<file path="src/rtl/eject_inject_sched.sv">
// Per-node ejection/injection scheduler for the bufferless deflection router:
// ejects one local flit, injects one queued local flit, and tracks the golden epoch.
module eject_inject_sched #(
  parameter logic [3:0] NODE_ID    = 4'd0,
  parameter int         EPOCH      = 16,
  parameter int         FIFO_DEPTH = 4
) (
  input  logic       clk,
  input  logic       rst_n,
  input  logic [9:0] nin,
  input  logic [9:0] sin,
  input  logic [9:0] ein,
  input  logic [9:0] win,
  input  logic [9:0] inj_data,
  input  logic       inj_valid,
  output logic       inj_ready,
  output logic [9:0] nout,
  output logic [9:0] sout,
  output logic [9:0] eout,
  output logic [9:0] wout,
  output logic [9:0] lout,
  output logic [3:0] gold,
  output logic [3:0] golden_src
);
  localparam int PTR_W = (FIFO_DEPTH > 1) ? $clog2(FIFO_DEPTH) : 1;
  localparam int CNT_W = $clog2(FIFO_DEPTH + 1);
  localparam int EPC_W = (EPOCH > 1) ? $clog2(EPOCH) : 1;

  logic [3:0][9:0]  slot_in, slot_mid, slot_nxt;
  logic [3:0]       cand, gcand, pick, empty, gold_nxt;
  logic [1:0]       ej_sel, inj_sel;
  logic             ej_valid, do_pop, do_push;
  logic [9:0]       lout_nxt;
  logic [4:0]       head;
  logic [4:0]       mem [FIFO_DEPTH];
  logic [PTR_W-1:0] wr_ptr, rd_ptr;
  logic [CNT_W-1:0] count, count_nxt;
  logic [EPC_W-1:0] epoch_cnt;

  // Valid and source bits of a queued flit are replaced at injection time.
  logic unused_inj_bits;
  assign unused_inj_bits = ^{inj_data[9], inj_data[4:1]};

  assign slot_in = {win, ein, sin, nin};
  assign do_push = inj_valid && inj_ready;

  // Golden local candidates take precedence; ties resolve to the lowest slot index.
  always_comb begin
    cand     = '0;
    gcand    = '0;
    for (int i = 0; i < 4; i++) begin
      cand[i]  = slot_in[i][9] && (slot_in[i][8:5] == NODE_ID);
      gcand[i] = cand[i] && (slot_in[i][4:1] == golden_src);
    end
    pick     = (|gcand) ? gcand : cand;
    ej_valid = |pick;
    ej_sel   = 2'd0;
    for (int i = 3; i >= 0; i--)
      if (pick[i]) ej_sel = 2'(i);
    lout_nxt = ej_valid ? slot_in[ej_sel] : 10'b0;
  end

  always_comb begin
    slot_mid = '0;
    empty    = '0;
    for (int i = 0; i < 4; i++) begin
      if (slot_in[i][9] && !(ej_valid && ej_sel == 2'(i)))
        slot_mid[i] = slot_in[i];
      empty[i] = !slot_mid[i][9];
    end
    do_pop  = (count != '0) && (|empty);
    inj_sel = 2'd0;
    for (int i = 3; i >= 0; i--)
      if (empty[i]) inj_sel = 2'(i);
    head     = mem[rd_ptr];
    slot_nxt = slot_mid;
    gold_nxt = '0;
    for (int i = 0; i < 4; i++) begin
      if (do_pop && inj_sel == 2'(i))
        slot_nxt[i] = {1'b1, head[4:1], NODE_ID, head[0]};
      gold_nxt[i] = slot_nxt[i][9] && (slot_nxt[i][4:1] == golden_src);
    end
  end

  always_comb begin
    case ({do_push, do_pop})
      2'b10:   count_nxt = count + CNT_W'(1);
      2'b01:   count_nxt = count - CNT_W'(1);
      default: count_nxt = count;
    endcase
  end

  // NOTE: reset is sampled on the clock edge only, so it stays out of the sensitivity list.
  always_ff @(posedge clk) begin
    if (!rst_n) begin
      epoch_cnt  <= '0;
      golden_src <= 4'd0;
      wr_ptr     <= '0;
      rd_ptr     <= '0;
      count      <= '0;
      inj_ready  <= 1'b0;
      nout       <= 10'b0;
      sout       <= 10'b0;
      eout       <= 10'b0;
      wout       <= 10'b0;
      lout       <= 10'b0;
      gold       <= 4'b0;
    end else begin
      if (epoch_cnt == EPC_W'(EPOCH - 1)) begin
        epoch_cnt  <= '0;
        golden_src <= golden_src + 4'd1;
      end else begin
        epoch_cnt  <= epoch_cnt + EPC_W'(1);
      end
      if (do_push) wr_ptr <= wr_ptr + PTR_W'(1);
      if (do_pop)  rd_ptr <= rd_ptr + PTR_W'(1);
      count     <= count_nxt;
      inj_ready <= (count_nxt != CNT_W'(FIFO_DEPTH));
      nout      <= slot_nxt[0];
      sout      <= slot_nxt[1];
      eout      <= slot_nxt[2];
      wout      <= slot_nxt[3];
      lout      <= lout_nxt;
      gold      <= gold_nxt;
    end
  end

  // NOTE: queue storage has no reset; an entry is only read once count shows it was written.
  always_ff @(posedge clk) begin
    if (rst_n && do_push)
      mem[wr_ptr] <= {inj_data[8:5], inj_data[0]};
  end
endmodule

</file>
<file path="config.mk">
export PLATFORM = sky130hd
export DESIGN_NAME = eject_inject_sched
export DESIGN_NICKNAME = d
export VERILOG_FILES = /design/src/rtl/eject_inject_sched.sv
export SDC_FILE = /design/constraint.sdc
export NUM_CORES = 1
export LEC_CHECK = 0
export ABC_AREA = 1
export CAP_MARGIN = 5
export CORE_ASPECT_RATIO = 0.8
export CORE_MARGIN = 2
export CORE_UTILIZATION = 41
export CTS_CLUSTER_DIAMETER = 100
export CTS_CLUSTER_SIZE = 25
export DETAILED_ROUTE_END_ITERATION = 6
export GPL_ROUTABILITY_DRIVEN = 0
export PLACE_DENSITY = 0.79
export SYNTH_ARGS = -nofsm -noshare
export SYNTH_HDL_FRONTEND = slang
export SYNTH_SLANG_ARGS = --single-unit
</file>
<file path="constraint.sdc">
create_clock -name clk -period 2.73 [get_ports clk]
set_input_delay 0.273 -clock clk [delete_from_list [all_inputs] [get_ports clk]]
set_output_delay 0.273 -clock clk [all_outputs]
set_load 0.1 [all_outputs]
</file>
## After elaboration in Yosys (flattened, before gate mapping)

Memory sizes are Yosys's and may differ from the RTL's. A register that Yosys moved wholly into a read port is not among the register bits.
Index checks and enable logic that the tools add are counted.

- Eq/ne operators: 18
- Bitwise operators: 1
- Multiplexer cells: 24
- Reductions and logical operators: 47
- Magnitude comparators: 1
- Add/sub/neg operators: 6

Operators with widths:

| cell | count |
|---|---|
| $mux W10 | 9 |
| $eq A4 B4 Y1 | 8 |
| $logic_and A1 B1 Y1 | 27 |
| $bmux W10 S2 | 1 |
| $mux W2 | 10 |
| $logic_not A4 Y1 | 4 |
| $reduce_or A4 Y1 | 3 |
| $eq A2 B2 Y1 const B | 5 |
| $add A4 B1 Y4 const B | 2 |
| $logic_not A1 Y1 | 8 |
| $eq A2 B1 Y1 const B | 3 |
| $pmux W3 S2 | 1 |
| $add A2 B1 Y2 const B | 2 |
| $eq A4 B4 Y1 const B | 1 |
| $logic_not A2 Y1 | 2 |
| $mux W4 | 1 |
| $add A3 B1 Y3 const B | 1 |
| $lt A2 B3 Y1 const B | 1 |
| $ne A3 B3 Y1 const B | 1 |
| $reduce_bool A3 Y1 | 1 |
| $sub A3 B1 Y3 const B | 1 |
| $mux W1 | 2 |
| $reduce_and A2 Y1 | 1 |
| $reduce_or A2 Y1 | 1 |
| $not A1 Y1 | 1 |

- Output and inout port bits: 59
- Bits of input ports: 53
- Logic and storage cells: 110
- Memories: 1
- Bits in writable memories: 20
- Flip-flop bits (word level): 70

Memory list:

| name | words | bits a word | rd ports | clocked after memory_dff | write ports | RTL line | RTL |
|---|---|---|---|---|---|---|---|
| mem | 4 | 5 | 1 | 1 | 1 | 35 | `logic [4:0] mem [FIFO_DEPTH];` |

## Longest topological paths before layout

- Depth in word-level cells: 23
- Gate-level depth with buffers: 23

## Worst setup path before layout

Ideal clock, no wire load.

- Kind: register to register
- Start: register golden_src[0]
- End: register inj_ready
- Path slack: -0.885 ns
- Cell stages (with the launch flop): 23
- Library setup time: 0.134 ns
- Arrival: 3.481 ns
- Path buffers: 1
- Path through: dfxtp_1 buf_4 inv_4 nand2_1 nand2_1 nor2_1 nand3_2 nand2_2 nor2_4 nand2_2 nand2_4 nor2_8 nand2_2 nand3_2 nand2_1 nand2_2 ha_1 inv_1 fa_1 a21oi_1 o21ai_0 xor2_1 a31oi_1

- Cells in the longest elaborated chain, start to end: 19
- Elaborated cells on any way between the ends: 45

RTL lines:

| element | RTL line | RTL |
|---|---|---|
| start: declaration | 23 | `output logic [3:0] golden_src` |
| start signal: assignment | 111 | `golden_src <= golden_src + 4'd1;` |
| $eq A4 B4 Y1 | 53 | `gcand[i] = cand[i] && (slot_in[i][4:1] == golden_src);` |
| $logic_and A1 B1 Y1 | 53 |  |
| $reduce_or A4 Y1 | 55 | `pick = (\|gcand) ? gcand : cand;` |
| $mux W4 * | 55 |  |
| $mux W2 (4 in series) | 59 | `if (pick[i]) ej_sel = 2'(i);` |
| $eq A2 B1 Y1 (tied with other cells) | 67 | `if (slot_in[i][9] && !(ej_valid && ej_sel == 2'(i)))` |
| $logic_and A1 B1 Y1 | 67 |  |
| $logic_not A1 Y1 | 67 |  |
| $logic_and A1 B1 Y1 | 67 |  |
| $mux W10 | 67 |  |
| $logic_not A1 Y1 | 69 | `empty[i] = !slot_mid[i][9];` |
| $reduce_or A4 Y1 * | 71 | `do_pop = (count != '0) && (\|empty);` |
| $logic_and A1 B1 Y1 * | 71 |  |
| via do_pop | 32 | `logic ej_valid, do_pop, do_push;` |
| $eq A2 B1 Y1 / $eq A2 B2 Y1 (equally long branches) | 86 | `case ({do_push, do_pop})` |
| $pmux W3 S2 * | 86 |  |
| $ne A3 B3 Y1 * | 118 | `inj_ready <= (count_nxt != CNT_W'(FIFO_DEPTH));` |
| end signal: assignment | 118 |  |
| end: declaration | 16 | `output logic inj_ready,` |

The timed path passes the listed nets; every way through them passes the cells marked *.
A chain may end at the register's enable or synchronous reset.

## Worst setup path after layout

- Start: register golden_src[2]
- End: register inj_ready

Same word-level chain as after synthesis.

==> results.md <==
- Clk root buf: clkbuf_16
- Hold Buf Count CTS: 0
- # fillers: 851
- RSZ-0062 raised after global routing: yes
- # Max-Cap Violations: 0
- Global-route wire length before repair: 19,700 um
- Synth area leader: dfxtp_1
- Top-area cell type share of the netlist area: 33.3%
- RR Endpoint: inj_ready$_SDFF_PN0_
- H-tree depth: 3
- Total global-route track usage: 22.4%
- Register area share after synthesis: 47.2%
- Met3 wire len: 908 um
- Hold path depth: 3
- Area Growth Syn to Fin: 47.0%
- Clock Skew: 0.00875 ns
- Vias in the first global route: 4,064
- Critical path peak fanout: 8
- Flip-flop and latch area: 0.00206 sq mm
- Multi-input gate area: 0.00205 sq mm
- ANT cells: 0
- Area post-placement: 0.00578 sq mm
- Number of synthesized flops with an enable pin: 20
- DP Worst Slack: -0.566 ns
- WHS: 0.214 ns
- Post-route setup slack: -0.105 ns
- Worst Path Required: 2.96 ns
- Hold path endpoint: nout[7]$_SDFF_PN0_
- Share of post-route cells with drive strength above 1: 32.4%
- Final Cycle Share: 104%
- CP Launch Type: flop
- Rel. slew slack: 63.4%
- Die Ht: 95.8 um
- Wl on met1: 5320 um
- Highest metal used: met4
- Register bit total from synthesis: 92
- Failing checks: setup timing
- Status: finished, violations left
- Per-cell routed wire length: 14.7 um
- Avg Inst Size Synth: 7.95 sq um
- Die area: 0.0114 sq mm
- Via Count: 4,336
- Synth Cell Area: 0.00432 sq mm
- Vias/cell: 4.96
- Endpoint class of the critical path: flop
- Most common cell in the netlist: nand2_1
- Yosys Warn Count: 0
- Latest clock arrival within the worst-skew pair: 0.35 ns
- Nets: 790
- HPWL after detailed placement: 9170 um
- Unique cell type count in the Yosys netlist: 36
- Worst R2R Path Depth: 21
- Slew Limit Fails: 0
- DRC viols: 0
- DRT Pass-1 Iters: 5
- Gate Count Post-Synth: 544
- Grt ovf: 0
- Clk slew on worst S/H paths: 0.07 ns
- Setup CP Type: reg -> reg
- CTS tree: yes
- Hold_sp: nin[7]
- Fin crit period: 2.83 ns
- Core Region: 0.0102 sq mm
- Iter 0 DRT Violations: 320
- Design area: 0.00635 sq mm
- Max clock buf depth: 2
- Most common flop cell mapped by yosys: dfxtp_1
- Largest net degree at the start of global routing: 35
- Setup TNS Final: -0.151 ns
- Final core occ: 62.0%
- Slew @ Worst Pin: 0.547 ns
- WL met2: 6210 um
- Hold Path Class: in -> reg
- CTS Buf Count: 9
- Fraction of registers with async set/reset: 0%
- I/O Buffers: 106
- FP Rows: 33
- Synth top cells by count: nand2_1, dfxtp_1, nor2_1, inv_1, a21oi_1
- CP Data Arrival Time: 3.07 ns
- Final WL: 12,800 um
- Final setup vio count: 2
- Antenna violations before repair: 0
- IO Count: 112
- F_max: 353 MHz
- Leakage power: 3.00 nW
- DRT antenna net count: 0
- Final Hold Viols: 0
- Worst flop-to-flop path startpoint: golden_src[2]$_SDFFE_PN0P_
- Most area-consuming cells after synthesis: dfxtp_1, edfxtp_1, nand2_1, nor2_1, inv_1
- Initial Utilization: 42.2%
- Internal reg-to-reg setup slack: -0.10 ns
- DIE WIDTH: 119 um
- TritonCTS Sinks: 92
- Worst vdd ir: 473 uV
- Power Density: 694 mW/mm^2
[how the worst max path moves through the flow]
stage	start	end	slack, ns
after floorplan	golden_src[1]$_SDFFE_PN0P_	inj_ready$_SDFF_PN0_	-0.29
after global placement	win[9]	inj_ready$_SDFF_PN0_	-0.39
after detailed placement	win[9]	inj_ready$_SDFF_PN0_	-0.57
final	golden_src[2]$_SDFFE_PN0P_	inj_ready$_SDFF_PN0_	-0.10
after CTS	golden_src[1]$_SDFFE_PN0P_	inj_ready$_SDFF_PN0_	-0.05
after global routing	golden_src[3]$_SDFFE_PN0P_	inj_ready$_SDFF_PN0_	-0.26
[flip-flops by register name (all words and copies together) (netlist names), 10 cells and up, named ones only]
signal  count
eout       10
lout       10
sout       10
mem        20
wout       10
nout       10
[worst max-delay path, stage by stage, from the launching register on]
cell and delay (ns):
dfxtp_4 0.44, inv_8 0.08, nand2_2 0.07, nand2_1 0.05, nor2_1 0.11, nand3_2 0.13, nand2_2 0.12, nor2_4 0.06
nand2_2 0.09, nand2_4 0.08, nor2_8 0.12, nand2_4 0.06, nand3_4 0.06, nand2_2 0.05, nand2_2 0.07, ha_2 0.17
inv_2 0.04, fa_2 0.35, a21oi_2 0.12, o21ai_1 0.08, xor2_1 0.23, a31oi_1 0.13
[where the power goes]
part / switching (W) / internal, W / total, W
Combinational: 0.00109 / 0.000474 / 0.00157
Sequential: 0.0000933 / 0.00152 / 0.00161
Clock: 0.000585 / 0.000643 / 0.00123
[logic make-up after synthesis]
group / after synthesis / synth area share (%)
simple gates: 275 / 29.5
compound gates: 83 / 11.3
xor+xnor: 5 / 1.19
buf+inv: 80 / 8.19
other cells: 1 / 0.0867
flops: 92 / 47.2
fa+ha+maj: 8 / 2.49
[metrics by stage]
step	power (W)	std cells
6_report	0.00441	874
5_1_grt	0.00461	874
4_1_cts	0.00439	869
3_5_place_dp	0.00317	834
3_3_place_gp	0.00311	834
2_1_floorplan	0.00268	547
[cell type report]
cell class | instances | area share, %
clock inverter | 7 | 1.06
inverter | 68 | 4.33
clock buffer | 9 | 3.54
timing repair buffer | 183 | 23.7
sequential | 92 | 32.4
multi-input combinational | 375 | 32.2
tap | 140 | 2.76
[layer usage]
metal	global-route usage (%)	vias to the layer above
li1	-	2110
met1	26.7	1984
met2	38.4	197
met3	6.75	45
met4	8.83	0
met5	0	-
[repair_timing]
item | in CTS | in global routing
pin swaps | 28 | 19
buffers inserted | 19 | 5
gates resized for setup | 29 | 20
endpoints found under the setup margin | 3 | 3
[placed cells by master, fill, tap and decap left out, types with 3 or more instances in the layout]
| master | n |
|---|---|
| nand4_1 | 3 |
| o211ai_1 | 12 |
| xor2_1 | 4 |
| nor2_4 | 6 |
| o22ai_1 | 5 |
| nand2_1 | 132 |
| buf_4 | 133 |
| inv_1 | 54 |
| dlymetal6s2s_1 | 4 |
| clkbuf_16 | 9 |
| o21ai_0 | 19 |
| nor2_1 | 57 |
| a21oi_1 | 36 |
| nand3_2 | 5 |
| ha_1 | 6 |
| dfxtp_4 | 4 |
| edfxtp_1 | 20 |
| nor3_1 | 4 |
| inv_6 | 5 |
| a21oi_2 | 7 |
| dfxtp_1 | 68 |
| clkdlybuf4s50_1 | 30 |
| nand2_4 | 10 |
| nand2_2 | 26 |
| dlygate4sd2_1 | 13 |
| conb_1 | 4 |
| nand3_1 | 18 |
| nor2_2 | 7 |
| inv_4 | 3 |
| inv_2 | 7 |
Power figures use the tool's default switching activity.
